[src/rtl/score_keeper_if.sv]
// Event and score bundle between game logic (master) and score_keeper (slave).
// BCD score fields exist only when SCORE_KEEPER_BCD_EN is defined.
interface score_keeper_if;
    logic        tick;
    logic        start;
    logic        bean;
    logic        hit;
    logic [31:0] score;
    logic [31:0] score_hi;
    logic        playing;
    logic        game_over;
    logic        new_hi;
`ifdef SCORE_KEEPER_BCD_EN
    logic [15:0] score_bcd;
    logic [15:0] score_hi_bcd;

    modport master (output tick, start, bean, hit,
                    input  score, score_hi, playing, game_over, new_hi, score_bcd, score_hi_bcd);
    modport slave  (input  tick, start, bean, hit,
                    output score, score_hi, playing, game_over, new_hi, score_bcd, score_hi_bcd);
`else
    modport master (output tick, start, bean, hit,
                    input  score, score_hi, playing, game_over, new_hi);
    modport slave  (input  tick, start, bean, hit,
                    output score, score_hi, playing, game_over, new_hi);
`endif
endinterface

[src/rtl/score_keeper.sv]
// Goose-run score keeper: survival ticks and bean bonuses drain one point per clock into
// the score; the high score latches at run end. SCORE_KEEPER_BCD_EN adds BCD score mirrors.
module score_keeper #(
    parameter int TICK_DIV  = 6,
    parameter int BONUS     = 50,
    parameter int MAX_SCORE = 9999
) (
    input  logic         i_clk,
    input  logic         i_rst_n,
    score_keeper_if.slave sk,
    output logic [1:0]   o_dbg_state,
    output logic [9:0]   o_dbg_pending
);
    // Event pulses are single-cycle; there is no back-pressure, every pulse is consumed
    // on the edge it is sampled, and all outputs are registered.
    typedef enum logic [1:0] {S_IDLE = 2'd0, S_RUN = 2'd1, S_OVER = 2'd2} state_t;

    localparam int              DIV_W    = (TICK_DIV > 1) ? $clog2(TICK_DIV) : 1;
    localparam logic [DIV_W-1:0] DIV_LAST = DIV_W'(TICK_DIV - 1);
    localparam logic [31:0]     MAX_S    = 32'(MAX_SCORE);
    localparam logic [11:0]     BONUS_W  = 12'(BONUS);

    state_t           r_state, w_state_nxt;
    logic [DIV_W-1:0] r_div;
    logic [9:0]       r_pending;
    logic [31:0]      r_score, r_score_hi;
    logic             r_playing, r_game_over, r_new_hi;

    logic             w_start_run, w_live, w_point, w_sat, w_drain, w_new_hi_set;
    logic [11:0]      w_pend_sum;
    logic [9:0]       w_pend_nxt;

    always_comb begin
        w_state_nxt = r_state;
        case (r_state)
            S_IDLE:  if (sk.start) w_state_nxt = S_RUN;
            S_RUN:   if (sk.hit)   w_state_nxt = S_OVER;
            S_OVER:  if (sk.start) w_state_nxt = S_RUN;
            default: w_state_nxt = S_IDLE;
        endcase
    end

    // A hit suppresses every same-cycle point, bean and drain.
    always_comb begin
        w_start_run  = ((r_state == S_IDLE) || (r_state == S_OVER)) && sk.start;
        w_live       = (r_state == S_RUN) && !sk.hit;
        w_point      = w_live && sk.tick && (r_div == DIV_LAST);
        w_sat        = (r_score >= MAX_S);
        w_drain      = w_live && (r_pending != 10'd0) && !w_sat;
        w_new_hi_set = (r_state == S_RUN) && sk.hit && (r_score > r_score_hi);
        w_pend_sum   = {2'b00, r_pending}
                     + ((w_live && sk.bean) ? BONUS_W : 12'd0)
                     + {11'd0, w_point}
                     - {11'd0, w_drain};
        w_pend_nxt   = (w_pend_sum > 12'd1023) ? 10'h3FF : w_pend_sum[9:0];
    end

    always_ff @(posedge i_clk or negedge i_rst_n) begin
        if (!i_rst_n) begin
            r_state     <= S_IDLE;
            r_playing   <= 1'b0;
            r_game_over <= 1'b0;
        end else begin
            r_state     <= w_state_nxt;
            r_playing   <= (w_state_nxt == S_RUN);
            r_game_over <= (w_state_nxt == S_OVER);
        end
    end

    always_ff @(posedge i_clk or negedge i_rst_n) begin
        if (!i_rst_n) begin
            r_div      <= '0;
            r_pending  <= '0;
            r_score    <= '0;
            r_score_hi <= '0;
            r_new_hi   <= 1'b0;
        end else if (w_start_run) begin
            r_div     <= '0;
            r_pending <= '0;
            r_score   <= '0;
            r_new_hi  <= 1'b0;
        end else if (r_state == S_RUN) begin
            if (sk.hit) begin
                r_pending <= '0;
                if (w_new_hi_set) begin
                    r_score_hi <= r_score;
                    r_new_hi   <= 1'b1;
                end
            end else begin
                if (sk.tick) r_div <= (r_div == DIV_LAST) ? '0 : r_div + DIV_W'(1);
                r_pending <= w_sat ? 10'd0 : w_pend_nxt;
                if (w_drain) r_score <= r_score + 32'd1;
            end
        end
    end

`ifdef SCORE_KEEPER_BCD_EN
    logic [15:0] r_score_bcd, r_score_hi_bcd;

    function automatic logic [15:0] bcd_inc(input logic [15:0] v);
        logic [15:0] r;
        logic        carry;
        r     = v;
        carry = 1'b1;
        for (int d = 0; d < 4; d++) begin
            if (carry) begin
                if (r[4*d +: 4] == 4'd9) begin
                    r[4*d +: 4] = 4'd0;
                end else begin
                    r[4*d +: 4] = r[4*d +: 4] + 4'd1;
                    carry       = 1'b0;
                end
            end
        end
        return r;
    endfunction

    // Tracks r_score digit-for-digit: same clear, same single-step increment.
    always_ff @(posedge i_clk or negedge i_rst_n) begin
        if (!i_rst_n) begin
            r_score_bcd    <= '0;
            r_score_hi_bcd <= '0;
        end else if (w_start_run) begin
            r_score_bcd <= '0;
        end else begin
            if (w_drain)      r_score_bcd    <= bcd_inc(r_score_bcd);
            if (w_new_hi_set) r_score_hi_bcd <= r_score_bcd;
        end
    end

    assign sk.score_bcd    = r_score_bcd;
    assign sk.score_hi_bcd = r_score_hi_bcd;
`endif

    assign sk.score      = r_score;
    assign sk.score_hi   = r_score_hi;
    assign sk.playing    = r_playing;
    assign sk.game_over  = r_game_over;
    assign sk.new_hi     = r_new_hi;
    assign o_dbg_state   = r_state;
    assign o_dbg_pending = r_pending;
endmodule

[src/flat_wrapper.sv]
// flat-port wrapper written by rule: the top's interface ports become plain ports
module score_keeper_flat 
#(
    parameter int TICK_DIV  = 6,
    parameter int BONUS     = 50,
    parameter int MAX_SCORE = 9999
)
  (i_clk, i_rst_n, o_dbg_state, o_dbg_pending, sk_tick, sk_start, sk_bean, sk_hit, sk_score, sk_score_hi, sk_playing, sk_game_over, sk_new_hi);
  score_keeper_if sk_i ();
  input  logic i_clk;
  input  logic i_rst_n;
  output logic [1:0] o_dbg_state;
  output logic [9:0] o_dbg_pending;
  input wire logic [$bits(sk_i.tick)-1:0] sk_tick;
  input wire logic [$bits(sk_i.start)-1:0] sk_start;
  input wire logic [$bits(sk_i.bean)-1:0] sk_bean;
  input wire logic [$bits(sk_i.hit)-1:0] sk_hit;
  output wire logic [$bits(sk_i.score)-1:0] sk_score;
  output wire logic [$bits(sk_i.score_hi)-1:0] sk_score_hi;
  output wire logic [$bits(sk_i.playing)-1:0] sk_playing;
  output wire logic [$bits(sk_i.game_over)-1:0] sk_game_over;
  output wire logic [$bits(sk_i.new_hi)-1:0] sk_new_hi;
  assign sk_i.tick = sk_tick;
  assign sk_i.start = sk_start;
  assign sk_i.bean = sk_bean;
  assign sk_i.hit = sk_hit;
  assign sk_score = sk_i.score;
  assign sk_score_hi = sk_i.score_hi;
  assign sk_playing = sk_i.playing;
  assign sk_game_over = sk_i.game_over;
  assign sk_new_hi = sk_i.new_hi;
  score_keeper #(.TICK_DIV(TICK_DIV), .BONUS(BONUS), .MAX_SCORE(MAX_SCORE)) u_core (.i_clk(i_clk), .i_rst_n(i_rst_n), .sk(sk_i), .o_dbg_state(o_dbg_state), .o_dbg_pending(o_dbg_pending));
endmodule
[config.mk]
export PLATFORM = sky130hd
export DESIGN_NAME = score_keeper_flat
export DESIGN_NICKNAME = d
export VERILOG_FILES = /design/src/rtl/score_keeper_if.sv /design/src/rtl/score_keeper.sv /design/src/flat_wrapper.sv
export SDC_FILE = /design/constraint.sdc
export NUM_CORES = 1
export LEC_CHECK = 0
export BUFFER_PORTS_ARGS = -buffer_cell sky130_fd_sc_hd__buf_4
export CAP_MARGIN = 0
export CORE_MARGIN = 3
export CORE_UTILIZATION = 35
export CTS_BUF_LIST = sky130_fd_sc_hd__clkbuf_4 sky130_fd_sc_hd__clkbuf_8 sky130_fd_sc_hd__clkbuf_16
export DETAILED_ROUTE_END_ITERATION = 12
export PLACE_DENSITY = 0.68
export SETUP_SLACK_MARGIN = 0.05
export SYNTH_ARGS = -nofsm -noshare
export SYNTH_HDL_FRONTEND = slang
export SYNTH_SLANG_ARGS = --single-unit
export TNS_END_PERCENT = 1
[constraint.sdc]
create_clock -name i_clk -period 3.8 [get_ports i_clk]
set_input_delay 0.19 -clock i_clk [delete_from_list [all_inputs] [get_ports i_clk]]
set_output_delay 0.19 -clock i_clk [all_outputs]
set_load 0.05 [all_outputs]
==> results of run 1 <==
## cell families after synthesis
logic type               Yosys count
AO/OA/AOI/OAI                     85
XOR/XNOR                           9
adder cells (fa/ha/maj)           51
buffers and inverters             67
flip-flops                        82
multiplexers                      33
AND/OR/NAND/NOR                  138
## synth_stat cells (2+ instances only)
cell type   n
or3_1       4
nor2b_1     5
nand3b_1    2
mux2_4     29
nor3b_1     2
mux2_2      3
a21oi_1    35
nand4_1    14
xnor2_1     5
and2_1     20
a211oi_1    2
nor2_1     14
dfrtp_1    82
and3_1      2
inv_1      58
o211ai_1    7
a21o_1      5
nor3_1      3
clkbuf_1    5
nor4_1      8
a22oi_1     2
nand4b_1    2
a2111oi_0   2
nand2_1    33
o21ai_0    12
nand3_1    15
o21bai_1    2
o31ai_1     5
or4_1       5
buf_6       3
ha_1       50
xor2_1      4
## through the flow
step	instances	utilization [%]	hold slack (ns)
floorplan	465	-	-0.106
global placement	729	43.3	0.421
detailed placement	729	43.3	0.427
CTS	745	45.8	0.0671
global route	746	45.9	0.0931
finish	746	45.9	0.0388
## power groups by stage
stage               sequential [uW]  clock (uW)  combinational (uW)
floorplan                      1360           0                1100
global placement               1080           0                1820
detailed placement             1080           0                1850
CTS                            1070         953                1860
global route                   1090         991                2050
finish                         1070         929                1870
## critical path: stages (launching register included)
cell and delay (ns):
dfrtp_2 0.44, inv_2 0.10, ha_1 0.19, nand2_1 0.06, nor3_1 0.15, nand4_1 0.16, nand3_1 0.14, inv_1 0.05
ha_1 0.27, inv_1 0.04, ha_1 0.22, fa_1 0.42, a21oi_2 0.18, o221ai_2 0.16, nand4_1 0.11, o21ai_1 0.11
o31ai_2 0.25, buf_4 0.18, o211ai_1 0.10
## registers in the layout (all words and copies together), names as in the netlist
| signal | count |
|---|---|
| u_core.o_dbg_pending | 10 |
| u_core.o_dbg_state | 2 |
| u_core.r_div | 3 |
| u_core.sk.game_over | 1 |
| u_core.sk.new_hi | 1 |
| u_core.sk.playing | 1 |
| u_core.sk.score | 32 |
| u_core.sk.score_hi | 32 |
## worst max-delay path by stage
stage	start	to	slack (ns)	cells past startpoint
final	u_core.o_dbg_pending[9]	u_core.o_dbg_pending[9]	0.34	18
after global routing	u_core.o_dbg_pending[9]	u_core.o_dbg_pending[9]	0.05	18
after CTS	u_core.o_dbg_pending[9]	u_core.o_dbg_pending[9]	0.23	18
after detailed placement	u_core.o_dbg_pending[9]	u_core.o_dbg_pending[9]	0.24	18
after global placement	u_core.o_dbg_pending[9]	u_core.o_dbg_pending[9]	0.34	18
after floorplan	u_core.o_dbg_pending[9]	u_core.o_dbg_pending[9]	0.07	18
## area by class of cell
class	count	area [um2]
flip-flops and latches	82	2070
clock buffers	15	295
well taps	176	220
fillers	1255	7250
repair buffers	98	748
inverters	58	218
clock inverters	1	30.0
multi-input cells	316	2570
## routing by layer
layer  share of wire (%)  wire length [um]  GRT usage [%]  up-vias
li1                    -                 -              -     1851
met5                   0                 0              0        -
met4                 1.9               226           6.57        0
met1                  46              5580           22.0     1897
met2                  47              5750           27.4       95
met3                 5.1               627           3.04       18
## timing repair
item                                    4_1_cts  5_1_grt
setup buffers                                 0        1
gates resized for setup                       0        2
endpoints found under the setup margin        0       10
==> flow_summary.toml, run 1 <==
[status]
status = "completed"

[final_layout]
drive_gt1_share_pct = 30.2
diodes = 0
area_growth_syn_to_layout_pct = 26.3
final_nets = 622
final_common_cell = "buf_4"
final_cell_mix = "buf_4 (97), dfrtp_1 (71), inv_1 (57)"
final_cell_area_mm2 = 0.00615

[synthesis]
synth_compound_area_share_pct = 11.3
ys_ff_latch = 82
synthMuxAreaShare_pct = 9.85
yosysTopAreaCellShare_pct = 42.2
yosys.area_share.simple_pct = 16.1
synth_top_cell_by_area = "dfrtp_1"
synth-xor-area-share_pct = 1.62
synth_top_family_by_area = "simple AND/OR/NAND/NOR gates"
ys_types = 57
synth_area_leaders = "dfrtp_1 (42%), ha_1 (13%), mux2_4 (8.9%)"
synth-seq-area-share_pct = 42.2
synth_fa_ha_area_share_pct = 13.3
synth-edff-count = 0
synth_cells = 465
ys.warnings.count = 0
syn_area_mm2 = 0.00487
synth_ff_type = "dfrtp_1"
syn_area_per_cell_um2 = 10.5
async_flop_share_pct = 100
syn_nets = 522

[global_route]
grt_max_degree = 83
grt-ovfl-total = 0
grt_antenna_before_repair = 0
grt_pass1_wl_mm = 20.0
first_global_vias = 3901
track_usage_pct = 16.7

[sta]
hold_violations = 0
min_period_over_period_pct = 91.1
finalSetupTns_ns = 0
rsz0062_at_grt = "no"
worst_slew_pin_slew_ns = 1.06
slew_headroom_pct = 29.5
worst_slack_ns = 0.336
slew_viol_final = 0
setup_violations = 0
max_freq_mhz = 289
skew_ns = 0.00642
timing.final.crit_period_ns = 3.46

[cts]
cts_made_buffers = 9
cts_sinks = 82
ctsHoldBuffers = 0
clkTransAtPathRegs_ns = 0.05
tritoncts = "done"
h-tree-depth = 3
clk_latency_ns = 0.34
clock_path_buffers = 2
cts-root-buf = "clkbuf_16"

[hold_path]
holdCritPathClass = "input pin to asynchronous set/reset pin"

[placement]
dp_slack_ns = 0.240
post_dp_cell_area_mm2 = 0.00581
gp_congestion = 0.840
portBuffers = 84
hpwl_mm = 9.00

[power]
p_sw_share_pct = 41.0
pwr-share-seq_pct = 27.7
combPwrFrac_pct = 48.2
p_per_area_mw_per_mm2 = 629
total_power_uw = 3870
intPower_uw = 2280
p_leak_uw = 0.00310
clock_power_share_pct = 24.0
p_switching_uw = 1590
ir_drop_uv = 330

[critical_path]
r2r_slack_ns = 0.34
critical_path.max_fanout = 8
path_class = "register to register"
ff2ff_path_depth = 18
setup.worst_path.start_class = "register"
cp.required_ns = 4.00
r2r-end = "u_core.o_dbg_pending[9]"
crit_arrival_ns = 3.67
r2r-start = "u_core.o_dbg_pending[9]"
endpoint_kind = "register"

[routing]
first_pass_iters = 4
drt_iter0_drc = 244
wl_per_cell_um = 16.3
wl_mm = 12.2
vias = 3861
vias_per_cell = 5.18
drc = 0
ant_nets = 0

[floorplanning]
io_pins = 85
dieHeight_um = 124
die_w_um = 124
core-area_mm2 = 0.0134
rows = 42
initial_core_util_pct = 36.3
die-area_mm2 = 0.0154

[flow_run]
drv_cap = 0
(Power assumes the default switching activity.)
==> run 2: changes to the inputs <==
--- a/config.mk
+++ b/config.mk
@@ -7,10 +7,12 @@
 export LEC_CHECK = 0
 export BUFFER_PORTS_ARGS = -buffer_cell sky130_fd_sc_hd__buf_4
 export CAP_MARGIN = 0
+export CORE_ASPECT_RATIO = 1.4
 export CORE_MARGIN = 3
 export CORE_UTILIZATION = 35
 export CTS_BUF_LIST = sky130_fd_sc_hd__clkbuf_4 sky130_fd_sc_hd__clkbuf_8 sky130_fd_sc_hd__clkbuf_16
 export DETAILED_ROUTE_END_ITERATION = 12
+export GPL_TIMING_DRIVEN = 0
 export PLACE_DENSITY = 0.68
 export SETUP_SLACK_MARGIN = 0.05
 export SYNTH_ARGS = -nofsm -noshare
==> flow_summary.toml, run 2 (same netlist as run 1, synthesis figures left out) <==
[status]
status = "completed"

[hold_path]
holdCritPathClass = "input pin to asynchronous set/reset pin"

[flow_run]
drv_cap = 0

[global_route]
grt-ovfl-total = 0
grt_antenna_before_repair = 0
grt_max_degree = 83
track_usage_pct = 16.1
first_global_vias = 3937
grt_pass1_wl_mm = 20.0

[sta]
worst_slew_pin_slew_ns = 1.04
finalSetupTns_ns = 0
rsz0062_at_grt = "no"
hold_violations = 0
slew_headroom_pct = 30.5
skew_ns = 0.00613
max_freq_mhz = 283
min_period_over_period_pct = 93.1
timing.final.crit_period_ns = 3.54
setup_violations = 0
slew_viol_final = 0

[floorplanning]
dieHeight_um = 146
die-area_mm2 = 0.0154
initial_core_util_pct = 36.0
rows = 50
die_w_um = 106
io_pins = 85
core-area_mm2 = 0.0135

[cts]
cts-root-buf = "clkbuf_16"
cts_made_buffers = 9
clock_path_buffers = 2
tritoncts = "done"
cts_sinks = 82
h-tree-depth = 3
clk_latency_ns = 0.34
clkTransAtPathRegs_ns = 0.06

[placement]
post_dp_cell_area_mm2 = 0.00577
dpl.cell_count = 731
gp_congestion = 0.819
portBuffers = 84
hpwl_mm = 9.10

[power]
clock_power_share_pct = 22.7
pwr-share-seq_pct = 27.5
p_switching_uw = 1670
p_per_area_mw_per_mm2 = 636
p_sw_share_pct = 42.3
p_leak_uw = 0.00308
intPower_uw = 2270
combPwrFrac_pct = 49.8
ir_drop_uv = 568

[final_layout]
final_cell_area_mm2 = 0.00620
drive_gt1_share_pct = 30.7
final_nets = 622
final_common_cell = "buf_4"
final_cells = 752
diodes = 0
final_cell_mix = "buf_4 (89), dfrtp_1 (71), inv_1 (57)"
area_growth_syn_to_layout_pct = 27.4

[critical_path]
slowest_delay_ns = 0.48
critical_path.max_fanout = 10
cp.required_ns = 4.01
setup.worst_path.start_class = "register"
slowest_stage = "dfrtp_1"
endpoint_kind = "register"
crit_chain = "nor4_1 > a21oi_1 > o21ai_2 > nand3_2 > buf_4 > inv_1 > ha_1 > inv_1 > ha_1 > fa_2 > a21oi_4 > o221ai_4 > nand4_1 > o21ai_2 > o31ai_4 > buf_6 > o211ai_1"
path_class = "register to register"
crit_arrival_ns = 3.74

[routing]
ant_nets = 0
wl_mm = 12.2
wl_per_cell_um = 16.2
vias = 3889
vias_per_cell = 5.17
drt_iter0_drc = 236
first_pass_iters = 4
drc = 0
[run 2: power groups by stage]
stage          Clock, uW  Sequential, uW  Combinational (uW)
3_5_place_dp           0            1090                1840
5_1_grt              950            1100                2130
4_1_cts              915            1080                1890
2_1_floorplan          0            1360                1100
6_report             895            1080                1960
3_3_place_gp           0            1090                1790
[run 2: path summary, 6_finish.rpt]
check / start / endpoint / slack (ns) / depth (start not counted)
hold reg to reg: u_core.sk.new_hi / u_core.sk.new_hi / 0.52 / 2
setup / recovery: u_core.sk.score[6] / u_core.o_dbg_pending[2] / 0.26 / 17
max in group asynchronous: i_rst_n / u_core.o_dbg_pending[7] / 3.03 / 1
hold / removal: i_rst_n / u_core.sk.score_hi[10] / 0.04 / 1
setup reg to reg: u_core.sk.score[6] / u_core.o_dbg_pending[2] / 0.26 / 17
min in group i_clk: sk_hit / u_core.o_dbg_state[0] / 0.06 / 2
[run 2: layout make-up]
type / count / area (um2)
fillers: 1297 / 7310
multi-input cells: 316 / 2650
flip-flops and latches: 82 / 2070
repair buffers: 89 / 672
clock buffers: 12 / 260
well taps: 182 / 228
inverters: 58 / 218
plain buffers: 9 / 61.3
clock inverters: 4 / 50.0
[run 2: timing repair]
item / 4_1_cts / 5_1_grt
pin swaps: 3 / 1
endpoints found under the setup margin: 10 / 10
gates resized for setup: 7 / 9
hold buffers: 0 / 0
buffers inserted: 4 / 1
[run 2: metal layers]
metal  share of wire [%]  GRT usage [%]  up-vias  wire length [um]
li1                    -              -     1848                 -
met1                  41           19.0     1934              5010
met2                  53           29.1       94              6510
met3                 4.4           3.20       13               536
met4                 1.3           4.93        0               156
met5                   0              0        -                 0
[run 2: critical path, delay by kind of cell, from the launching register on]
kind,cells,cell delay [ns]
compound gates,7,1.14
flops,1,0.48
fa+ha+maj,3,0.73
simple gates,3,0.62
buf+inv,4,0.44
[run 2: per-stage QoR]
stage / utilization (%) / setup slack [ns] / hold WS, ns / total power (uW)
finish: 45.9 / 0.264 / 0.0394 / 3940
global route: 45.9 / 0.0632 / 0.0730 / 4180
CTS: 45.4 / 0.122 / 0.0576 / 3890
detailed placement: 42.7 / -0.608 / 0.406 / 2930
global placement: 42.7 / -0.543 / 0.395 / 2880
floorplan: - / 0.0658 / -0.106 / 2460
